===== src/rtl/char_plane_write_scheduler_pkg.sv =====
// char_sched_pkg: state encoding, character codes and a printable-range
// helper shared by the character plane write scheduler.
package char_sched_pkg;

   typedef enum logic [1:0] {
      S_IDLE  = 2'd0,
      S_WRITE = 2'd1,
      S_CLEAR = 2'd2
   } state_t;

   localparam logic [7:0] CH_SPACE     = 8'h20;
   localparam logic [7:0] CH_BS        = 8'h08;
   localparam logic [7:0] CH_LF        = 8'h0A;
   localparam logic [7:0] CH_CR        = 8'h0D;
   localparam logic [7:0] CH_FF        = 8'h0C;
   localparam logic [7:0] CH_MAX_PRINT = 8'h7E;

   // True for characters that occupy a cell (space through tilde).
   function automatic logic is_printable(input logic [7:0] c);
      return (c >= CH_SPACE) && (c <= CH_MAX_PRINT);
   endfunction

endpackage


===== src/rtl/char_plane_write_scheduler_rr_arbiter2.sv =====
// rr_arbiter2: two-way round-robin select. A lone valid requester wins;
// when both are valid the one that did not win last time is chosen.
// ready is one-hot or zero and is gated by enable.
module rr_arbiter2 (
   input  logic [1:0] valid,
   input  logic       last_grant,
   input  logic       enable,
   output logic [1:0] ready,
   output logic       sel
);

   // Pick the requester and qualify its ready with enable.
   always_comb begin
      sel = ~last_grant;
      if (valid == 2'b01)
         sel = 1'b0;
      else if (valid == 2'b10)
         sel = 1'b1;
      ready[0] = enable & valid[0] & ~sel;
      ready[1] = enable & valid[1] &  sel;
   end

endmodule


===== src/rtl/char_plane_write_scheduler.sv =====
// char_plane_write_scheduler: shares the character plane write port between
// two character sources, interprets control codes, keeps the cursor and
// optionally runs a full-screen clear sweep.
// Build option: define CHAR_SCHED_CLEAR_EN to make form feed (0x0C) clear
// the whole plane; otherwise 0x0C is dropped like other control codes.
//
// Handshake: a character on requester i transfers on a rising clock edge
// where req_valid[i] & req_ready[i]; req_ready is combinational, only high
// in S_IDLE, and never high for both requesters at once. A source must hold
// req_valid and its req_char byte stable until the transfer happens.
module char_plane_write_scheduler
   import char_sched_pkg::*;
#(
   parameter int ROWS  = 16,
   parameter int COLS  = 64,
   parameter int ROW_W = 4,
   parameter int COL_W = 6
) (
   input  logic             clk,
   input  logic             reset,
   input  logic [1:0]       req_valid,
   input  logic [15:0]      req_char,
   output logic [1:0]       req_ready,
   output logic             wr_en,
   output logic [ROW_W-1:0] wr_row,
   output logic [COL_W-1:0] wr_col,
   output logic [7:0]       wr_char,
   output logic [ROW_W-1:0] cur_row,
   output logic [COL_W-1:0] cur_col,
   output logic             busy,
   output logic [1:0]       state_dbg
);

   localparam logic [ROW_W-1:0] ROW_LAST = ROW_W'(ROWS - 1);
   localparam logic [COL_W-1:0] COL_LAST = COL_W'(COLS - 1);

   state_t           state;
   logic             last_grant;
   logic             sel;
   logic             xfer;
   logic [7:0]       in_char;
   logic [ROW_W-1:0] adv_row, lf_row, bs_row;
   logic [COL_W-1:0] adv_col, bs_col;

   rr_arbiter2 u_arb (
      .valid      (req_valid),
      .last_grant (last_grant),
      .enable     (state == S_IDLE),
      .ready      (req_ready),
      .sel        (sel)
   );

   assign xfer      = |(req_valid & req_ready);
   assign in_char   = sel ? req_char[15:8] : req_char[7:0];
   assign busy      = (state != S_IDLE);
   assign state_dbg = state;

   // Next cursor positions for advance, line feed and backspace.
   always_comb begin
      lf_row  = (cur_row == ROW_LAST) ? '0 : cur_row + 1'b1;
      adv_row = cur_row;
      adv_col = cur_col + 1'b1;
      if (cur_col == COL_LAST) begin
         adv_col = '0;
         adv_row = lf_row;
      end
      bs_row = cur_row;
      bs_col = cur_col - 1'b1;
      if (cur_col == '0) begin
         if (cur_row == '0) begin
            bs_col = '0;
         end else begin
            bs_row = cur_row - 1'b1;
            bs_col = COL_LAST;
         end
      end
   end

   // Control FSM with registered write port, cursor and arbitration history.
   always_ff @(posedge clk or negedge reset) begin
      if (!reset) begin
         state      <= S_IDLE;
         last_grant <= 1'b1;
         wr_en      <= 1'b0;
         wr_row     <= '0;
         wr_col     <= '0;
         wr_char    <= '0;
         cur_row    <= '0;
         cur_col    <= '0;
      end else begin
         wr_en <= 1'b0;
         case (state)
            S_IDLE: begin
               if (xfer) begin
                  last_grant <= sel;
                  if (is_printable(in_char)) begin
                     wr_en   <= 1'b1;
                     wr_row  <= cur_row;
                     wr_col  <= cur_col;
                     wr_char <= in_char;
                     cur_row <= adv_row;
                     cur_col <= adv_col;
                     state   <= S_WRITE;
                  end else if (in_char == CH_BS) begin
                     wr_en   <= 1'b1;
                     wr_row  <= bs_row;
                     wr_col  <= bs_col;
                     wr_char <= CH_SPACE;
                     cur_row <= bs_row;
                     cur_col <= bs_col;
                     state   <= S_WRITE;
                  end else if (in_char == CH_CR) begin
                     cur_col <= '0;
                  end else if (in_char == CH_LF) begin
                     cur_col <= '0;
                     cur_row <= lf_row;
`ifdef CHAR_SCHED_CLEAR_EN
                  end else if (in_char == CH_FF) begin
                     wr_en   <= 1'b1;
                     wr_row  <= '0;
                     wr_col  <= '0;
                     wr_char <= CH_SPACE;
                     state   <= S_CLEAR;
`endif
                  end
               end
            end
            S_WRITE: state <= S_IDLE;
`ifdef CHAR_SCHED_CLEAR_EN
            // The write address doubles as the sweep counter.
            S_CLEAR: begin
               if (wr_row == ROW_LAST && wr_col == COL_LAST) begin
                  cur_row <= '0;
                  cur_col <= '0;
                  state   <= S_IDLE;
               end else begin
                  wr_en <= 1'b1;
                  if (wr_col == COL_LAST) begin
                     wr_col <= '0;
                     wr_row <= wr_row + 1'b1;
                  end else begin
                     wr_col <= wr_col + 1'b1;
                  end
               end
            end
`endif
            default: state <= S_IDLE;
         endcase
      end
   end

endmodule


===== config.mk =====
export PLATFORM = sky130hd
export DESIGN_NAME = char_plane_write_scheduler
export DESIGN_NICKNAME = d
export VERILOG_FILES = /design/src/rtl/char_plane_write_scheduler_pkg.sv /design/src/rtl/char_plane_write_scheduler_rr_arbiter2.sv /design/src/rtl/char_plane_write_scheduler.sv
export SDC_FILE = /design/constraint.sdc
export NUM_CORES = 1
export LEC_CHECK = 0
export CELL_PAD_IN_SITES_DETAIL_PLACEMENT = 1
export CELL_PAD_IN_SITES_GLOBAL_PLACEMENT = 1
export CORE_ASPECT_RATIO = 0.8
export CORE_UTILIZATION = 36
export DETAILED_ROUTE_END_ITERATION = 16
export GPL_TIMING_DRIVEN = 0
export MAX_ROUTING_LAYER = met4
export PLACE_DENSITY = 0.87
export RECOVER_POWER = 100
export SKIP_CTS_REPAIR_TIMING = 1
export SLEW_MARGIN = 20
export SYNTH_ARGS = -nofsm -noshare
export SYNTH_HDL_FRONTEND = slang
export SYNTH_SLANG_ARGS = --single-unit

===== constraint.sdc =====
create_clock -name clk -period 3.5 [get_ports clk]
set_input_delay 0.7 -clock clk [delete_from_list [all_inputs] [get_ports clk]]
set_output_delay 0.7 -clock clk [all_outputs]
set_load 0.01 [all_outputs]

======== Yosys cells after proc, flatten, opt, wreduce, memory -nomap -nowiden ========
Cells that the tools add are included.
Widths: inputs -> output; s select.
storage, ports and cells
  bits of input ports ..................... 20
  memories ................................ 0
  output and inout port bits .............. 34
  memory bits (read-only) ................. 0
  logic and storage cells ................. 78
  latch bits .............................. 0
  register bits ........................... 32
  RAM bits ................................ 0
cells by class
  div/mod/pow operators ................... 0
  $add $sub $neg .......................... 4
  muxes and demuxes ....................... 32
  shifts and indexed selects .............. 0
  equality and inequality tests ........... 11
  $lt $le $gt $ge ......................... 2
  $mul .................................... 0
  reduce and logical (&&, ||, !) cells .... 14
  bitwise logic cells ..................... 7
operator list
  kind                 number
  $mux 6               9
  $mux 4               10
  $eq 8x4->1 const B   3
  $mux 8               3
  $ge 8x6->1 const B   1
  $le 8x7->1 const B   1
  $mux 2               4
  $add 6x1->6 const B  1
  $eq 6x6->1 const B   1
  $logic_not 6->1      1
  $mux 1               6
  $ne 3x3->1 const B   2
  $reduce_and 3->1     2
  $sub 6x1->6 const B  1
  $reduce_and 5->1     1
  $add 4x1->4 const B  1
  $and 1x1->1          4
  $eq 4x4->1 const B   1
  $logic_not 4->1      1
  $ne 2x2->1 const B   2
  $reduce_and 2->1     2
  $reduce_bool 2->1    2
  $reduce_bool 4->1    1
  $sub 4x1->4 const B  1
  other kinds (8)      9

======== Logic depth before layout (Yosys ltp) ========
  depth after elaboration ................. 9
  depth in mapped cells ................... 10
  gate-level depth less buffers ........... 8

======== By module ========
A second synthesis with hierarchy kept.
unflattened totals
  cells, all modules ...................... 239
  area total of the unflattened synthesis .. 2092.0 um2
modules (own cells, without submodules)
  module                      area each (um2)  instances  cells each
  char_plane_write_scheduler  2059.5           1          233
  rr_arbiter2                 32.5             1          6

======== Worst setup path before layout ========
Ideal clock, no wire load.
  kind .................................... input -> register
  start ................................... input req_valid[1]
  end ..................................... register cur_row[1]
  setup time .............................. 0.104 ns
  cell stages on the path ................. 7
  slack ................................... 0.829 ns
  path buffers ............................ 1
  arrival ................................. 2.567 ns
  cell sequence ........................... o21bai_2 a21oi_2 o221ai_2 or4b_1 buf_6 or4_1 o311ai_1
between the ends
  cells in the longest elaborated chain, start to end .. 8
  elaborated cells on any way between the ends .. 23
ends and longest elaborated chain
  what                                                       line                                                                            text
  start: declaration                                         char_plane_write_scheduler.sv:21                                                input logic [1:0] req_valid,
  $eq 2x2->1                                                 char_plane_write_scheduler_rr_arbiter2.sv:17                                    else if (valid == 2'b10)
  $mux 1                                                     char_plane_write_scheduler_rr_arbiter2.sv:17
  $mux 1                                                     char_plane_write_scheduler_rr_arbiter2.sv:15                                    if (valid == 2'b01)
  $mux 8 or $not 1->1 (tied branches)                        char_plane_write_scheduler.sv:54, char_plane_write_scheduler_rr_arbiter2.sv:19
  $ge 8x6->1, or another cell as far along                   char_plane_write_scheduler_pkg.sv:20                                            return (c >= CH_SPACE) && (c <= CH_MAX_PRINT);
  $logic_and 1x1->1 or $and 2x2->2 (tied branches)           char_plane_write_scheduler_pkg.sv:20, char_plane_write_scheduler.sv:53
  $ne 3x3->1 (no source line), or another cell as far along  --
  $reduce_and 5->1 (no source line)                          --
  end signal: assignment                                     char_plane_write_scheduler.sv:101                                               cur_row <= adv_row;
  end signal: assignment                                     char_plane_write_scheduler.sv:109                                               cur_row <= bs_row;
  end signal: assignment                                     char_plane_write_scheduler.sv:116                                               cur_row <= lf_row;
  end: declaration                                           char_plane_write_scheduler.sv:28                                                output logic [ROW_W-1:0] cur_row,
Several ways; a longest one is shown, not always the timed one.
A chain may end at the register's enable or synchronous reset.

======== Worst setup path after layout ========
  start ................................... input req_valid[0]
  end ..................................... register wr_col[5]
between the ends
  cells in the longest elaborated chain, start to end .. 8
  elaborated cells on any way between the ends .. 18
ends and longest elaborated chain
  what                                                                   line                                                                            text
  $eq 2x2->1                                                             char_plane_write_scheduler_rr_arbiter2.sv:17
  $mux 1                                                                 char_plane_write_scheduler_rr_arbiter2.sv:17
  $mux 1                                                                 char_plane_write_scheduler_rr_arbiter2.sv:15
  $mux 8 or $not 1->1 (tied branches)                                    char_plane_write_scheduler.sv:54, char_plane_write_scheduler_rr_arbiter2.sv:19
  $ge 8x6->1, or another cell as far along                               char_plane_write_scheduler_pkg.sv:20
  $logic_and 1x1->1 or $and 2x2->2 (tied branches)                       char_plane_write_scheduler_pkg.sv:20, char_plane_write_scheduler.sv:53
  $reduce_bool 2->1 (no source line) or $reduce_or 2->1 (tied branches)  --
  $reduce_and 3->1 (no source line)                                      --
  end signal: assignment                                                 char_plane_write_scheduler.sv:99                                                wr_col <= cur_col;
  end signal: assignment                                                 char_plane_write_scheduler.sv:107                                               wr_col <= bs_col;
  end: declaration                                                       char_plane_write_scheduler.sv:26                                                output logic [COL_W-1:0] wr_col,
Several ways; a longest one is shown, not always the timed one.

==> out/metrics.csv <==
metric,value,unit
fill_cells,663,
crit_type,primary input to flop,
grt_pass1_wl,10.80,mm
leakagePower,1.184,nW
place.gp.congestion,0.8624,
final-max-slew-violation-count,32,
pwr-share-seq,29.5,%
clk_pin_slew,0.07,ns
clock-sinks,31,
fin_setup_tns,0,ns
multiInputGateArea,0.001199,mm^2
ys.flop_type,dfrtp_1,
clock.fmax,295.1,MHz
yosys.area.top_type,dfrtp_1,
p_clk_share,14.2,%
clk_latency,0.29,ns
n_antenna_cell,0,
cp.arrival,3.60,ns
worst_slack,0.1109,ns
worst_pin_slew,1.702,ns
cts_inserted_buffers,5,
synthesis.area,0.002115,mm^2
min_path_type,flop to flop,
root_buffer,clkbuf_8,
io_pins,54,
yosysTopAreaCellShare,35.50,%
rows,24,
p_int,1.156,mW
p_sw,0.8663,mW
via_per_inst,5.569,
syn-num-nets,270,
drive_gt1_share,11.48,%
antenna_found_initial,0,
grt_pass1_vias,2160,
hold_violations,0,
grt-ovfl-total,0,
die-area,0.006186,mm^2
fin_crit_sh,96.83,%
synth-seq-cells,31,
path_buf_inv,4,
critical_path.max_fanout,10,
fin_crit,3.389,ns
holdPathStages,1,
critPathLaunchType,primary input,
vias,2133,
cap_violations,1,
seq_area_frac_synth,36.75,%
worstPathRequired,3.71,ns
firstDrtPassIters,4,
dieHeight,70.55,um
synth-edff-count,0,
dp_cells,376,
peakVddDrop,345.5,uV
seqCellArea,777.0,um^2
synth_area_per_cell,8.596,um^2
cts_tree,done,
cts_buffer_depth,2,
wl_per_cell,16.80,um
drt_wl_total,6.435,mm
power.density,716.0,mW/mm^2
place_ws,-0.1884,ns
drc_errors,0,
ys_types,65,
status,"complete, but fails checks",
synth_warnings,0,
hpwl,4.867,mm
area_growth,33.55,%
crit_top_cell,buf_6,
die_w,87.69,um
ant_nets,0,
port_buffers,52,
ff2ff_path_depth,9,
htree_levels,2,
crit_chain,"clkdlybuf4s50_1, and2_4, buf_6, nor3_1, o22ai_1, or4b_1, buf_6, a21oi_4, buf_6, nor2_1, a21oi_1",
setup_viol,0,
cp.depth,11,
slew_headroom,-13.48,%
swShare,42.85,%
final.setup_skew,0.006203,ns
fin_nets,329,
path_delay_family,simple AND/OR/NAND/NOR gates,
synth_area_leaders,"dfrtp_1 (36%), nor2_1 (5.5%), a21oi_1 (5.4%)",
combPwrFrac,56.3,%
coreArea,0.005555,mm^2
critical_path.max_stage_delay,0.55,ns
grt_max_degree,32,
initial_utilization,38.06,%
drt_iter0_markers,142,
async_flop_share,100.0,%
violations,"capacitance limit, slew limit",
slowest_stage,or4b_1,
grt_use_total,23.45,%
stdcell_count,383,
crit_path_end_kind,flop,
rsz0062_at_grt,true,
syn_inst,246,
==> power groups by stage <==
stage               Combinational (mW)  Sequential, mW  Clock, mW
finish                            1.14           0.597      0.287
global placement                  1.13           0.598          0
floorplan                        0.639           0.648          0
global route                      1.26           0.619      0.302
detailed placement                1.17           0.610          0
CTS                               1.18           0.605      0.291
==> cell type report <==
cell class                 count  share of cell area [%]
multi-input combinational    186                   42.45
sequential                    31                   27.51
timing repair buffer          52                   18.21
tap                           78                   3.456
buffer                        15                   3.412
clock buffer                   6                   2.924
inverter                      14                   1.861
clock inverter                 1                  0.1772
==> placed cells by master, fill, tap and decap left out, types with 3 or more instances in the layout <==
| master | n |
|---|---|
| ha_1 | 4 |
| a21oi_1 | 23 |
| o21ai_1 | 5 |
| dfrtp_1 | 30 |
| nor3_1 | 8 |
| inv_1 | 14 |
| o31ai_1 | 4 |
| o21ai_0 | 14 |
| nor2_1 | 31 |
| clkdlybuf4s50_1 | 19 |
| and3_1 | 3 |
| buf_6 | 4 |
| clkbuf_1 | 7 |
| o22ai_1 | 13 |
| a21o_1 | 4 |
| or2_2 | 3 |
| mux2i_1 | 4 |
| nand2_1 | 8 |
| nand3_1 | 5 |
| clkbuf_8 | 6 |
| dlygate4sd3_1 | 32 |
==> synth_stat cells (all sizes together) (3+ instances only) <==
library cell  count
a21o              4
a21oi            26
a22oi             3
and3              3
buf               9
clkbuf            6
dfrtp            30
ha                4
inv              14
mux2i             4
nand2            10
nand3             5
nor2             31
nor3              9
nor4b             3
o21ai            19
o22ai            13
o31ai             4
or2               3
==> cell families (layout without fill, tap and decap cells) <==
family / after synthesis / after routing / share of synthesized area (%)
AO/OA/AOI/OAI: 92 / 92 / 29.47
AND/OR/NAND/NOR: 80 / 80 / 20.00
flip-flops: 31 / 31 / 36.75
buffers and inverters: 29 / 88 / 7.041
multiplexers: 6 / 6 / 2.959
adder cells (fa/ha/maj): 4 / 4 / 2.367
XOR/XNOR: 3 / 3 / 1.243
other: 1 / 1 / 0.1773
==> through the flow <==
stage / total power [mW] / hold WS (ns) / area, um^2 / utilization, %
CTS: 2.076 / 0.4838 / 2815 / 50.68
floorplan: 1.287 / 0.4044 / 2115 / -
finish: 2.022 / 0.5061 / 2824 / 50.83
global route: 2.177 / 0.5347 / 2824 / 50.83
global placement: 1.730 / 0.4726 / 2733 / 49.19
detailed placement: 1.780 / 0.5036 / 2728 / 49.10
==> metal layers <==
metal,share of wire [%],global-route usage [%],up-vias
li1,-,-,1025
met4,1.1,7.104,0
met2,47,35.76,60
met5,0,-,-
met1,47,32.15,1039
met3,5.0,3.617,9
==> state kept, by name, indices dropped and copies added (netlist names) <==
name / flops
wr_row: 4
cur_row: 4
wr_char: 8
state_dbg: 1
cur_col: 6
last_grant: 1
wr_en: 1
wr_col: 6
==> final timing paths <==
check	from	endpoint	slack, ns
hold / removal	wr_row[0]$_DFFE_PN0P_	wr_row[0]$_DFFE_PN0P_	0.51
max in group asynchronous	reset	wr_char[4]$_DFFE_PN0P_	1.66
min in group asynchronous	reset	state_dbg[0]$_DFFE_PN0P_	0.85
setup reg to reg	last_grant$_DFFE_PN1P_	wr_col[5]$_DFFE_PN0P_	0.68
hold reg to reg	wr_row[0]$_DFFE_PN0P_	wr_row[0]$_DFFE_PN0P_	0.51
setup / recovery	req_valid[0]	wr_col[5]$_DFFE_PN0P_	0.11
Power figures use the tool's default switching activity.
